File: src/rtl/vga_buffer_scanout.sv
// ---------------------------------------------------------------------------
// vga_buffer_scanout
//
// Read-side consumer of the dual-port 640x480x8 VGA pixel buffer. Generates
// 640x480@60 timing on the pixel tick, walks the buffer linearly through its
// second port and expands each 3-3-2 pixel to 24-bit RGB for the VGA DAC.
//
// Ports:
//   clk, reset        system clock (shared with buffer port 2), async
//                     active-high reset
//   clken             pixel tick; every register advances only when high
//   buf_address       read address to the buffer (combinational from lin_addr)
//   buf_chipselect    high while the counters are in the visible region
//   buf_write         tied low (read-only port)
//   buf_clken         copy of clken for the buffer port clock enable
//   buf_readdata      buffer data, valid one enabled tick after the address
//   vga_r/g/b         8-bit colour, forced to 0 while blanked
//   vga_hs, vga_vs    active-low syncs, aligned with the colour data
//   vga_blank_n       low outside the visible region
//   vga_sync_n        tied low
//   frame_start       one-clk pulse after the tick that scans pixel (0,0)
//
// Optional feature (macro VGA_SCANOUT_TEST_PATTERN_EN): adds input test_mode;
// when high the colour stage shows 8 vertical bars instead of buffer data.
// ---------------------------------------------------------------------------
module vga_buffer_scanout #(
  parameter int H_ACTIVE = 640,
  parameter int H_FP     = 16,
  parameter int H_SYNC   = 96,
  parameter int H_BP     = 48,
  parameter int V_ACTIVE = 480,
  parameter int V_FP     = 10,
  parameter int V_SYNC   = 2,
  parameter int V_BP     = 33,
  parameter int ADDR_W   = 19
) (
  input  logic              clk,
  input  logic              reset,
  input  logic              clken,
  output logic [ADDR_W-1:0] buf_address,
  output logic              buf_chipselect,
  output logic              buf_write,
  output logic              buf_clken,
  input  logic [7:0]        buf_readdata,
`ifdef VGA_SCANOUT_TEST_PATTERN_EN
  input  logic              test_mode,
`endif
  output logic [7:0]        vga_r,
  output logic [7:0]        vga_g,
  output logic [7:0]        vga_b,
  output logic              vga_hs,
  output logic              vga_vs,
  output logic              vga_blank_n,
  output logic              vga_sync_n,
  output logic              frame_start
);

  localparam int H_TOTAL = H_ACTIVE + H_FP + H_SYNC + H_BP;
  localparam int V_TOTAL = V_ACTIVE + V_FP + V_SYNC + V_BP;
  localparam int HW      = $clog2(H_TOTAL);
  localparam int VW      = $clog2(V_TOTAL);

  localparam logic [HW-1:0] H_LAST   = HW'(H_TOTAL - 1);
  localparam logic [HW-1:0] H_ACT_L  = HW'(H_ACTIVE);
  localparam logic [HW-1:0] HS_BEGIN = HW'(H_ACTIVE + H_FP);
  localparam logic [HW-1:0] HS_END   = HW'(H_ACTIVE + H_FP + H_SYNC);
  localparam logic [VW-1:0] V_LAST   = VW'(V_TOTAL - 1);
  localparam logic [VW-1:0] V_ACT_L  = VW'(V_ACTIVE);
  localparam logic [VW-1:0] VS_BEGIN = VW'(V_ACTIVE + V_FP);
  localparam logic [VW-1:0] VS_END   = VW'(V_ACTIVE + V_FP + V_SYNC);

  // Last word of the visible frame; the address wraps here instead of
  // stepping past the end of the buffer.
  localparam logic [ADDR_W-1:0] ADDR_LAST = ADDR_W'(H_ACTIVE * V_ACTIVE - 1);

  // Stage 0: counters and linear address
  logic [HW-1:0]     h_cnt_q, h_cnt_d;
  logic [VW-1:0]     v_cnt_q, v_cnt_d;
  logic [ADDR_W-1:0] lin_addr_q, lin_addr_d;
  logic              frame_start_q, frame_start_d;

  logic active;
  logic hs0;
  logic vs0;
  logic frame_wrap;

  // Stage 1: timing flags aligned with the buffer read data
  logic active1_q, active1_d;
  logic hs1_q, hs1_d;
  logic vs1_q, vs1_d;

  // Stage 2: output registers
  logic [7:0] vga_r_q, vga_r_d;
  logic [7:0] vga_g_q, vga_g_d;
  logic [7:0] vga_b_q, vga_b_d;
  logic       vga_hs_q, vga_hs_d;
  logic       vga_vs_q, vga_vs_d;
  logic       vga_blank_n_q, vga_blank_n_d;

  logic [7:0] pix_r;
  logic [7:0] pix_g;
  logic [7:0] pix_b;

  assign active     = (h_cnt_q < H_ACT_L) && (v_cnt_q < V_ACT_L);
  assign hs0        = !((h_cnt_q >= HS_BEGIN) && (h_cnt_q < HS_END));
  assign vs0        = !((v_cnt_q >= VS_BEGIN) && (v_cnt_q < VS_END));
  assign frame_wrap = (h_cnt_q == H_LAST) && (v_cnt_q == V_LAST);

  // The address is incremented instead of computed from v*H_ACTIVE+h, so no
  // multiplier is needed. Outside the visible region it simply holds, which
  // leaves it pointing at the first pixel of the next visible line.
  always_comb begin
    h_cnt_d       = h_cnt_q;
    v_cnt_d       = v_cnt_q;
    lin_addr_d    = lin_addr_q;
    frame_start_d = 1'b0;
    if (clken) begin
      frame_start_d = (h_cnt_q == '0) && (v_cnt_q == '0);
      if (h_cnt_q == H_LAST) begin
        h_cnt_d = '0;
        v_cnt_d = (v_cnt_q == V_LAST) ? '0 : v_cnt_q + 1'b1;
      end else begin
        h_cnt_d = h_cnt_q + 1'b1;
      end
      if (frame_wrap) begin
        lin_addr_d = '0;
      end else if (active) begin
        lin_addr_d = (lin_addr_q == ADDR_LAST) ? '0 : lin_addr_q + 1'b1;
      end
    end
  end

`ifdef VGA_SCANOUT_TEST_PATTERN_EN
  localparam int BAR_W = H_ACTIVE / 8;

  logic [HW-1:0] h1_q, h1_d;
  logic [2:0]    bar_idx;

  // Bar index = h/BAR_W, found with a compare chain instead of a divider.
  always_comb begin
    bar_idx = 3'd0;
    for (int i = 1; i < 8; i++) begin
      if (h1_q >= HW'(i * BAR_W)) begin
        bar_idx = 3'(i);
      end
    end
  end
`endif

  // 3-3-2 to 8-8-8 expansion by bit replication so full-scale maps to 0xFF.
  always_comb begin
    pix_r = {buf_readdata[7:5], buf_readdata[7:5], buf_readdata[7:6]};
    pix_g = {buf_readdata[4:2], buf_readdata[4:2], buf_readdata[4:3]};
    pix_b = {buf_readdata[1:0], buf_readdata[1:0], buf_readdata[1:0], buf_readdata[1:0]};
`ifdef VGA_SCANOUT_TEST_PATTERN_EN
    if (test_mode) begin
      pix_r = {8{bar_idx[2]}};
      pix_g = {8{bar_idx[1]}};
      pix_b = {8{bar_idx[0]}};
    end
`endif
  end

  // Stage 1 lines the timing flags up with buf_readdata (one tick behind the
  // address); stage 2 registers everything together onto the pins.
  always_comb begin
    active1_d     = active1_q;
    hs1_d         = hs1_q;
    vs1_d         = vs1_q;
    vga_r_d       = vga_r_q;
    vga_g_d       = vga_g_q;
    vga_b_d       = vga_b_q;
    vga_hs_d      = vga_hs_q;
    vga_vs_d      = vga_vs_q;
    vga_blank_n_d = vga_blank_n_q;
`ifdef VGA_SCANOUT_TEST_PATTERN_EN
    h1_d          = h1_q;
`endif
    if (clken) begin
      active1_d     = active;
      hs1_d         = hs0;
      vs1_d         = vs0;
`ifdef VGA_SCANOUT_TEST_PATTERN_EN
      h1_d          = h_cnt_q;
`endif
      vga_r_d       = active1_q ? pix_r : 8'h00;
      vga_g_d       = active1_q ? pix_g : 8'h00;
      vga_b_d       = active1_q ? pix_b : 8'h00;
      vga_hs_d      = hs1_q;
      vga_vs_d      = vs1_q;
      vga_blank_n_d = active1_q;
    end
  end

  // Reset flushes the pipeline to "blanked, syncs inactive" so nothing
  // reaches the pins until the restarted scan has filled both stages.
  always_ff @(posedge clk or posedge reset) begin
    if (reset) begin
      h_cnt_q       <= '0;
      v_cnt_q       <= '0;
      lin_addr_q    <= '0;
      frame_start_q <= 1'b0;
      active1_q     <= 1'b0;
      hs1_q         <= 1'b1;
      vs1_q         <= 1'b1;
      vga_r_q       <= 8'h00;
      vga_g_q       <= 8'h00;
      vga_b_q       <= 8'h00;
      vga_hs_q      <= 1'b1;
      vga_vs_q      <= 1'b1;
      vga_blank_n_q <= 1'b0;
`ifdef VGA_SCANOUT_TEST_PATTERN_EN
      h1_q          <= '0;
`endif
    end else begin
      h_cnt_q       <= h_cnt_d;
      v_cnt_q       <= v_cnt_d;
      lin_addr_q    <= lin_addr_d;
      frame_start_q <= frame_start_d;
      active1_q     <= active1_d;
      hs1_q         <= hs1_d;
      vs1_q         <= vs1_d;
      vga_r_q       <= vga_r_d;
      vga_g_q       <= vga_g_d;
      vga_b_q       <= vga_b_d;
      vga_hs_q      <= vga_hs_d;
      vga_vs_q      <= vga_vs_d;
      vga_blank_n_q <= vga_blank_n_d;
`ifdef VGA_SCANOUT_TEST_PATTERN_EN
      h1_q          <= h1_d;
`endif
    end
  end

  assign buf_address    = lin_addr_q;
  assign buf_chipselect = active;
  assign buf_write      = 1'b0;
  assign buf_clken      = clken;

  assign vga_r       = vga_r_q;
  assign vga_g       = vga_g_q;
  assign vga_b       = vga_b_q;
  assign vga_hs      = vga_hs_q;
  assign vga_vs      = vga_vs_q;
  assign vga_blank_n = vga_blank_n_q;
  assign vga_sync_n  = 1'b0;
  assign frame_start = frame_start_q;

endmodule
File: config.mk
export PLATFORM = sky130hd
export DESIGN_NAME = vga_buffer_scanout
export DESIGN_NICKNAME = d
export VERILOG_FILES = /design/src/rtl/vga_buffer_scanout.sv
export SDC_FILE = /design/constraint.sdc
export NUM_CORES = 1
export LEC_CHECK = 0
export CAP_MARGIN = 10
export CORE_ASPECT_RATIO = 0.9
export CORE_MARGIN = 1.5
export CORE_UTILIZATION = 57
export CTS_BUF_LIST = sky130_fd_sc_hd__clkbuf_4
export CTS_CLUSTER_SIZE = 14
export DETAILED_ROUTE_END_ITERATION = 10
export GPL_ROUTABILITY_DRIVEN = 0
export GPL_TIMING_DRIVEN = 0
export PLACE_DENSITY = 0.88
export SYNTH_ARGS = -nofsm -noshare
export SYNTH_HDL_FRONTEND = slang
export SYNTH_SLANG_ARGS = --single-unit
export TNS_END_PERCENT = 1
File: constraint.sdc
create_clock -name clk -period 5.23 [get_ports clk]
set_input_delay 1.046 -clock clk [delete_from_list [all_inputs] [get_ports clk]]
set_output_delay 1.046 -clock clk [all_outputs]
set_load 0.005 [all_outputs]
Word-level counts from Yosys, hierarchy flattened
Index checks and enable logic that the tools add are counted.
Operators by class
  add/subtract/negate cells: 3
  magnitude comparators: 6
  eq/ne operators: 3
  mux-type cells: 9
  reduce and logical (&&, ||, !) cells: 12
Operator list (count)
  19-bit 2-to-1 mux: 3
  8-bit 2-to-1 mux: 3
  10-bit by 1-bit adder with 10-bit output, second input constant: 2
  10-bit == test, second input constant: 2
  10-bit zero test: 2
  10-bit less-than comparator, second input constant: 2
  10-bit by 9-bit less-than comparator with 1-bit output, second input constant: 2
  10-bit 2-to-1 mux: 2
  19-bit by 1-bit adder with 19-bit output, second input constant: 1
  19-bit == test, second input constant: 1
  10-bit greater-or-equal comparator, second input constant: 1
  10-bit by 9-bit greater-or-equal comparator with 1-bit output, second input constant: 1
  1-bit logical AND: 5
  2-bit AND reduction: 2
  1-bit zero test: 2
  2-bit nonzero test: 1
  1-bit 2-to-1 mux: 1
Word-level totals
  flip-flop bits (word level): 70
  output and inout port bits: 51
  logic and storage cells: 46

Longest topological paths before layout
Gate-level depths: netlist of the first run.
  depth after elaboration: 4
  mapped depth: 8
  gate-level depth less buffers: 7

Worst setup path after synthesis of the first run
Ideal clock, no wire load.
  path type: in2reg
  start: input clken
  end: register lin_addr_q[14] (netlist: buf_address[14])
  setup time: 78 ps
  arrival time: 2544 ps
  required time: 5152 ps
  slack: 2608 ps
  cell stages on the path: 8
  path through: buf_2 -> and2_1 -> and4_1 -> buf_4 -> a22oi_4 -> buf_6 -> or4_1 -> a21oi_1
Between the ends
  word-level cells in the longest chain between the ends: 1
Ends and longest elaborated chain
  from (decl): RTL line 39  | input logic clken,
  2-bit AND reduction (no source line)
  to (signal assigned): RTL line 218  | lin_addr_q <= lin_addr_d;
  to (decl): RTL line 79  | logic [ADDR_W-1:0] lin_addr_q, lin_addr_d;
No other way between the ends.
A chain may end at the register's enable or synchronous reset.

Worst setup path after layout of the first run
  start: register h_cnt_q[9]
  end: output buf_chipselect
Between the ends
  word-level cells in the longest chain between the ends: 2
Ends and longest elaborated chain
  from (decl): RTL line 77  | logic [HW-1:0] h_cnt_q, h_cnt_d;
  from (signal assigned): RTL line 216  | h_cnt_q <= h_cnt_d;
  10-bit less-than comparator: RTL line 104  | assign active = (h_cnt_q < H_ACT_L) && (v_cnt_q < V_ACT_L);
  1-bit logical AND: RTL line 104
  to (decl): RTL line 41  | output logic buf_chipselect,
No other way between the ends.

==> run metrics, run 1 <==
outcome complete, no violations; number of H-tree levels 2; Worst-Margin Slew approximately 0.62 ns; most frequent cells in the layout clkdlybuf4s50_1, dfrtp_1, nand2_1, o21ai_0, buf_4; cells after synthesis a little over 300; Setup TNS 0 ns; Async S/R FF share, synth 100%; Vias 2493; Finish-stage setup viols 0; FF-to-FF End buf_address[5]; Netlist cell types between 40 and 50; IO Count 62; largest net degree at the start of global routing 32; grt met2 use around two fifths; final hold slack 0.519 ns; DP HPWL ~4700 um; VDD IR max 154 uV; internal power ~0.66 mW; Clk network pwr share around 21%; layout cells sized above 1 13.1%; number of global-route vias before repair 2306; DR WL/cell 14.6 um; Initial Util 59.5%; worst r2r src buf_address[1]; initial antenna violation count 0; drt pass-1 iters 5; Psw 0.265 mW; post-CTS sizing 0; GR peak layer met2; GR Util All Layers 24.1%; Clock Root Buffer clkbuf_4; clock buffer depth 2; Antenna Nets Post-Route 0; IO buf count 58; post-CTS setup repair buffer count 0; Clock Latency Late Sink 0.37 ns; number of diodes 0; Via density 5.67; DR DRC count 0; CP arrival 2.09 ns; Hold Buf Count CTS 0; met3 Usage GRT 4.90%; clock skew between 0.01 and 0.015 ns; Comb pwr share 23.5%; crit end category output port; static leakage 1.62 nW; relative slew slack 58.8%; max incr delay on CP 0.59 ns; Syn Area/Cell 9.48 um2; Layout Area Growth over Synthesis 25.6%; Largest delay share family, worst path buffers and inverters; Hold Path End v_cnt_q[8]; CP Max Fanout 8; Slowest-stage cell, CP clkdlybuf4s50_1; sequential power share 55.9%; Worst Path Required between 4 and 5 ns; Die Ht roughly 71 um; Sw Ratio 28.8%; GR Util met1 34.8%; Startpoint Class register; Clock transition at path regs 0.14 ns; Pwr per Cell Area roughly 250 nW/um2; CP Cell Sequence clkbuf_1 > o21a_1 > nor3_2 > clkdlybuf4s50_1; top_reg_cell synth dfrtp_1; TritonCTS Buffers 5; Die Area between 5000 and 6000 um2; first-pass GRT wire length 10700 um; Hold Fails Final Rpt 0; Seq/Total Area, Yosys a little under half; worst reg2reg setup slack 2.74 ns; hold_sp v_cnt_q[8]; commonest non-fill, non-tap cell in the layout clkdlybuf4s50_1; R2R depth 7; max-cap violation count 0; RSZ-0062 raised after global routing false; final slew viol count 0; Congestion Overflow GR 0; routed wire length 6430 um; # rows 24; fmax 319 MHz; Min-Delay Path Depth 1; Hold WC Path Type register to register; mapped cell area 2910 um2; Final Util 74.7%; clk sinks 54; DRT iter0 DRCs approximately 160; Die X 78.3 um; total power 0.921 mW; TritonCTS clock tree built; synthesized flop and latch total 54; number of synthesized flops with an enable pin 0; Final Cycle Share 59.9%; fin crit period 3.13 ns; Ys Warns 0; critical path type register to output port; Final nets 390; core area between 4000 and 5000 um2; worst path buffer plus inverter count 2
cell usage after synthesis (6+ instances only):
library cell	number	share of area [%]
and2_1	6	1.3
xnor2_1	7	2.1
o21ai_0	24	4.1
nand2_1	33	4.3
nor2_1	10	1.3
o31ai_1	9	2.3
nand3_1	15	2.6
buf_4	20	5.2
or4_1	10	2.6
dfrtp_1	50	43
a21oi_1	18	3.1
and3_1	11	2.4
or3_1	7	1.5
nand4_1	8	1.7
inv_1	16	2.1
cell families after synthesis:
kind of cell               synth area share (%)
and+or+nand+nor                            23.7
xor gates and xnor gates                   3.61
other                                     0.129
AOI/OAI and AO/OA                          12.4
buffers and inverters                      9.07
adders and majority gates                  2.15
DFF                                        46.6
muxes                                      2.28
sequential cells by signal, indices dropped and copies added (netlist names):
| name | count |
|---|---|
| vs1_q | 1 |
| active1_q | 1 |
| hs1_q | 1 |
| vga_b | 2 |
| frame_start | 1 |
| vga_g | 3 |
| vga_vs | 1 |
| vga_hs | 1 |
| vga_blank_n | 1 |
| v_cnt_q | 10 |
| buf_address | 19 |
| vga_r | 3 |
| h_cnt_q | 10 |
per-layer routing:
metal | vias to the layer above | part of all wire, %
li1 | 1212 | -
met1 | 1201 | 46
met2 | 72 | 48
met3 | 8 | 5.5
met4 | 0 | 1.1
met5 | - | 0
cell type report:
| cell class | instances | area (um2) |
|---|---|---|
| plain buffers | 31 | 204 |
| clock buffers | 8 | 60.1 |
| inverters | 16 | 60.1 |
| multi-input cells | 207 | 1290 |
| fillers | 336 | 1240 |
| well taps | 65 | 81.3 |
| repair buffers | 59 | 601 |
| flip-flops and latches | 54 | 1360 |
worst register-to-register path: stages (launching register included):
cell	delay [ns]
dfrtp_1	0.44
ha_1	0.21
nand3_1	0.08
nor4_1	0.53
nand3_1	0.15
a21boi_1	0.54
buf_2	0.35
a21oi_1	0.08
worst max path at each step:
| stage | start | cells past startpoint | end | slack [ns] |
|---|---|---|---|---|
| floorplan | clken | 8 | buf_address[14] | 2.61 |
| global placement | reset | 2 | h_cnt_q[9] | 1.92 |
| detailed placement | clken | 8 | buf_address[16] | 2.35 |
| CTS | h_cnt_q[9] | 4 | buf_chipselect | 2.09 |
| global route | h_cnt_q[9] | 4 | buf_chipselect | 1.97 |
| finish | h_cnt_q[9] | 4 | buf_chipselect | 2.10 |
through the flow:
step / setup WS, ns / area [um2] / instances
floorplan: 2.61 / 2910 / 308
global placement: 1.92 / 3580 / 431
detailed placement: 2.35 / 3600 / 432
CTS: 2.09 / 3660 / 440
global route: 1.97 / 3660 / 440
finish: 2.10 / 3660 / 440
power groups by stage:
stage / registers, mW / clock network (mW) / logic (mW)
after CTS: 0.513 / 0.195 / 0.218
after global routing: 0.522 / 0.210 / 0.237
after detailed placement: 0.521 / 0 / 0.218
final: 0.515 / 0.190 / 0.216
after global placement: 0.519 / 0 / 0.207
after floorplan: 0.511 / 0 / 0.114
(Power assumes the default switching activity.)
==> run 2: changes to the inputs <==
--- a/config.mk
+++ b/config.mk
@@ -8,13 +8,13 @@
 export CAP_MARGIN = 10
 export CORE_ASPECT_RATIO = 0.9
 export CORE_MARGIN = 1.5
-export CORE_UTILIZATION = 57
+export CORE_UTILIZATION = 53
 export CTS_BUF_LIST = sky130_fd_sc_hd__clkbuf_4
 export CTS_CLUSTER_SIZE = 14
 export DETAILED_ROUTE_END_ITERATION = 10
 export GPL_ROUTABILITY_DRIVEN = 0
 export GPL_TIMING_DRIVEN = 0
-export PLACE_DENSITY = 0.88
+export PLACE_DENSITY = 0.83
 export SYNTH_ARGS = -nofsm -noshare
 export SYNTH_HDL_FRONTEND = slang
 export SYNTH_SLANG_ARGS = --single-unit
==> constraint.sdc (replaced) <==
create_clock -name clk -period 3.14 [get_ports clk]
set_input_delay 0.628 -clock clk [delete_from_list [all_inputs] [get_ports clk]]
set_output_delay 0.628 -clock clk [all_outputs]
set_load 0.005 [all_outputs]
==> run metrics, run 2 (synthesized netlist as in run 1, its figures left out) <==
number of H-tree levels 2; Final nets between 300 and 400; Layout fillers 413; DR DRC count 0; Setup TNS 0 ns; outcome complete, no violations; clk sinks 54; DRT iter0 DRCs 152; Worst Path Required 2.51 ns; Initial Util 55.1%; Clock transition at path regs 0.16 ns; Antenna Nets Post-Route 0; Final Util 69.1%; dpl cells roughly 430; largest net degree at the start of global routing 45; static leakage ~1.6 nW; TritonCTS clock tree built; first-pass GRT wire length 11000 um; Die X ~81 um; Layout Area Growth over Synthesis 25.5%; Clock Root Buffer clkbuf_4; worst path buffer plus inverter count 2; post-CTS sizing 0; Startpoint Class register; Finish-stage setup viols 0; Hold Buf Count CTS 0; number of flip-flops in the largest register 19; placed instance area about 3600 um2; Largest delay share family, worst path buffers and inverters; Slowest-stage cell, CP clkdlybuf4s50_1; Worst-Margin Slew between 0.6 and 0.7 ns; RSZ-0062 raised after global routing false; routed wire length about 6500 um; initial antenna violation count 0; CP Max Fanout 8; fmax 371 MHz; post-CTS setup repair buffer count 0; Via density 5.71; Pwr per Cell Area between 400 and 500 nW/um2; clock buffer depth 2; max-cap violation count 0; GR Util All Layers 24.2%; final cell count without fillers 442; met3 Usage GRT 4.84%; CP arrival 2.07 ns; most frequent cells in the layout clkdlybuf4s50_1, dfrtp_1, nand2_1, o21ai_0, buf_4; final slew viol count 0; core area 5290 um2; GR peak layer met2; DP HPWL 4750 um; relative slew slack 58.2%; Final Cycle Share 85.9%; grt met2 use a little under two fifths; commonest non-fill, non-tap cell in the layout clkdlybuf4s50_1; VDD IR max 265 uV; # rows 25; DR WL/cell roughly 15 um; clock skew 0.0219 ns; TritonCTS Buffers 5; max incr delay on CP slightly below 0.6 ns; IO Count 62; number of diodes 0; Vias 2524; critical path type register to output port; layout cells sized above 1 between 10% and 20%; Hold WC Path Type primary input to async pin; drt pass-1 iters 4; total power 1.52 mW; Die Area 5950 um2; fin crit period around 2.7 ns; CP Cell Sequence clkbuf_1 > o21a_1 > nor3_2 > clkdlybuf4s50_1; Die Ht 73.3 um; Design Area, Final 3650 um2; crit end category output port; number of global-route vias before repair 2391; Congestion Overflow GR 0; Hold Fails Final Rpt 0; Clock Latency Late Sink between 0.3 and 0.4 ns; GR Util met1 approximately a third; IO buf count 58
[run 2: final cells by class]
type                       instances  area [um2]  area share [%]
timing repair buffer              59         601            16.4
buffer                            31         204            5.58
tap                               67        83.8            2.30
inverter                          16        60.1            1.64
clock buffer                       6        45.0            1.23
multi-input combinational        207        1290            35.4
clock inverter                     2        8.76           0.240
sequential                        54        1360            37.1
[run 2: final timing paths]
check                               start               to  slack [ns]  cells past startpoint
setup / recovery               h_cnt_q[9]   buf_chipselect        0.44                      4
min in group clk                    hs1_q            hs1_q        0.52                      2
max in group asynchronous           reset            vs1_q        2.10                      3
hold / removal                      reset  buf_address[11]        0.46                      2
setup reg to reg           buf_address[0]   buf_address[5]        0.69                      7
hold reg to reg                     hs1_q            hs1_q        0.52                      2
[run 2: layer usage]
| metal | wire length, um | vias to the layer above |
|---|---|---|
| li1 | - | 1209 |
| met1 | 2950 | 1223 |
| met2 | 3080 | 83 |
| met3 | 333 | 9 |
| met4 | 91 | 0 |
| met5 | 0 | - |
[run 2: power breakdown]
group          internal (mW)  total [mW]  leakage (nW)  switching, mW
Clock                 0.0933       0.304        0.0331          0.210
Combinational          0.210       0.361         0.893          0.151
Sequential             0.766       0.858         0.686         0.0919
Total                   1.07        1.52          1.61          0.453
[run 2: stage by stage]
| step | setup WS (ns) | hold slack [ns] |
|---|---|---|
| after floorplan | 0.936 | 0.457 |
| after global placement | 0.252 | 0.491 |
| after detailed placement | 0.673 | 0.493 |
| after CTS | 0.423 | 0.464 |
| after global routing | 0.305 | 0.478 |
| final | 0.442 | 0.461 |
[run 2: worst reg2reg max path, delay by kind of cell (launching register included)]
family,cells,cell delay (ns)
flip-flops,1,0.42
AND/OR/NAND/NOR,3,0.75
AO/OA/AOI/OAI,2,0.61
adder cells (fa/ha/maj),1,0.21
buffers and inverters,1,0.35
==> run 3: changes to the inputs <==
--- a/config.mk
+++ b/config.mk
@@ -6,15 +6,17 @@
 export NUM_CORES = 1
 export LEC_CHECK = 0
 export CAP_MARGIN = 10
+export CELL_PAD_IN_SITES_DETAIL_PLACEMENT = 1
+export CELL_PAD_IN_SITES_GLOBAL_PLACEMENT = 1
 export CORE_ASPECT_RATIO = 0.9
 export CORE_MARGIN = 1.5
-export CORE_UTILIZATION = 53
+export CORE_UTILIZATION = 40
 export CTS_BUF_LIST = sky130_fd_sc_hd__clkbuf_4
 export CTS_CLUSTER_SIZE = 14
 export DETAILED_ROUTE_END_ITERATION = 10
 export GPL_ROUTABILITY_DRIVEN = 0
 export GPL_TIMING_DRIVEN = 0
-export PLACE_DENSITY = 0.83
+export PLACE_DENSITY = 0.82
 export SYNTH_ARGS = -nofsm -noshare
 export SYNTH_HDL_FRONTEND = slang
 export SYNTH_SLANG_ARGS = --single-unit
==> run metrics, run 3 (synthesized netlist as in run 1, its figures left out) <==
DRT iter0 DRCs 81; fmax around 370 MHz; TritonCTS Buffers 5; CP Cell Sequence clkbuf_1 > o21a_1 > nor3_2 > clkdlybuf4s50_1; outcome complete, no violations; Final nets 390; GR Util All Layers 20.4%; RSZ-0062 raised after global routing false; initial antenna violation count 0; post-CTS sizing 0; FF-to-FF End buf_address[5]; DP HPWL between 5000 and 6000 um; CP arrival 2.07 ns; # rows 29; Die Area 7800 um2; Min-Delay Path Depth 2; VDD IR max 258 uV; Initial Util 41.3%; layout cells sized above 1 13.1%; clk sinks 54; commonest non-fill, non-tap cell in the layout clkdlybuf4s50_1; Worst-Margin Slew 0.625 ns; worst path buffer plus inverter count 2; Largest delay share family, worst path buffers and inverters; drt pass-1 iters 4; Die Ht between 80 and 90 um; relative slew slack 58.3%; TritonCTS clock tree built; Vias between 2000 and 3000; number of diodes 0; Hold Fails Final Rpt 0; Clock transition at path regs 0.16 ns; static leakage 1.62 nW; most frequent cells in the layout clkdlybuf4s50_1, dfrtp_1, nand2_1, o21ai_0, buf_4; IO Count 62; Final Cycle Share 86.1%; CP Max Fanout 8; clock skew approximately 0.031 ns; number of flip-flops in the largest register 19; Setup TNS 0 ns; Hold Path End vs1_q; Worst Path Required 2.51 ns; DR WL/cell 15.9 um; Clock Root Buffer clkbuf_4; final slew viol count 0; clock buffer depth 2; R2R depth 6; hold_sp vs1_q; post-CTS setup repair buffer count 0; largest net degree at the start of global routing 30; worst reg2reg setup slack 0.59 ns; Hold WC Path Type register to register; number of global-route vias before repair 2629; Slowest-stage cell, CP clkdlybuf4s50_1; DR DRC count 0; number of H-tree levels 2; Congestion Overflow GR 0; fin crit period 2.70 ns; Layout Area Growth over Synthesis 27.6%; Clock Latency Late Sink 0.39 ns; max-cap violation count 0; Startpoint Class register; Hold Buf Count CTS 0; core area a little over 7000 um2; Die X 92.9 um; IO buf count 58; Pwr per Cell Area 441 nW/um2; first-pass GRT wire length roughly 13000 um; Finish-stage setup viols 0; crit end category output port; Via density 5.45; critical path type register to output port; Antenna Nets Post-Route 0; worst r2r src buf_address[3]; max incr delay on CP approximately 0.6 ns; Final Util 52.7%; routed wire length 7420 um
[run 3: cell count changes in the layout (fill, tap and decap cells not counted), sizes merged]
| cell | previous run | this run |
|---|---|---|
| clkinv | 2 | 1 |
| bufinv | 0 | 1 |
| inv | 16 | 17 |
| clkbuf | 12 | 11 |
[run 3: cell type report]
| type | instances | area, um2 |
|---|---|---|
| clock buffer | 5 | 37.5 |
| buffer | 31 | 204 |
| fill | 836 | 3330 |
| timing repair buffer | 59 | 601 |
| clock inverter | 3 | 43.8 |
| sequential | 54 | 1360 |
| tap | 93 | 116 |
| inverter | 16 | 60.1 |
| multi-input combinational | 207 | 1290 |
[run 3: how the worst max path moves through the flow]
stage	start	slack, ns	depth (start not counted)	endpoint
6_report	h_cnt_q[9]	0.44	4	buf_chipselect
5_1_grt	buf_address[0]	0.28	7	buf_address[4]
4_1_cts	h_cnt_q[9]	0.41	4	buf_chipselect
3_5_place_dp	buf_address[0]	0.60	7	buf_address[5]
3_3_place_gp	reset	0.13	2	buf_address[4]
2_1_floorplan	clken	0.94	8	buf_address[14]
[run 3: metal layers]
| layer | vias to the layer above | global-route usage (%) | part of all wire (%) | wire (um) |
|---|---|---|---|---|
| met1 | 1279 | 28.9 | 49 | 3640 |
| met5 | - | 0 | 0 | 0 |
| met4 | 0 | 4.96 | 1.1 | 85 |
| met2 | 53 | 32.3 | 47 | 3450 |
| li1 | 1211 | - | - | - |
| met3 | 9 | 3.73 | 3.3 | 245 |
[run 3: worst reg2reg max path: cells and delay by family (launching register included)]
kind / cells / cell delay (ns)
buffers and inverters: 1 / 0.36
AND/OR/NAND/NOR: 3 / 0.93
flip-flops: 1 / 0.50
AO/OA/AOI/OAI: 2 / 0.63
[run 3: per-stage QoR]
stage                     area (um2)  power [mW]  cells  hold slack (ns)  setup slack [ns]
final                           3710        1.64    468            0.517             0.437
after global routing            3710        1.72    468            0.537             0.284
after CTS                       3710        1.65    468            0.520             0.413
after detailed placement        3630        1.25    460            0.499             0.601
after global placement          3610        1.22    459            0.486             0.125
after floorplan                 2910        1.04    308            0.457             0.936
[run 3: power breakdown]
group	internal (mW)	switching [mW]
clock network	0.170	0.234
logic	0.210	0.161
registers	0.767	0.0939
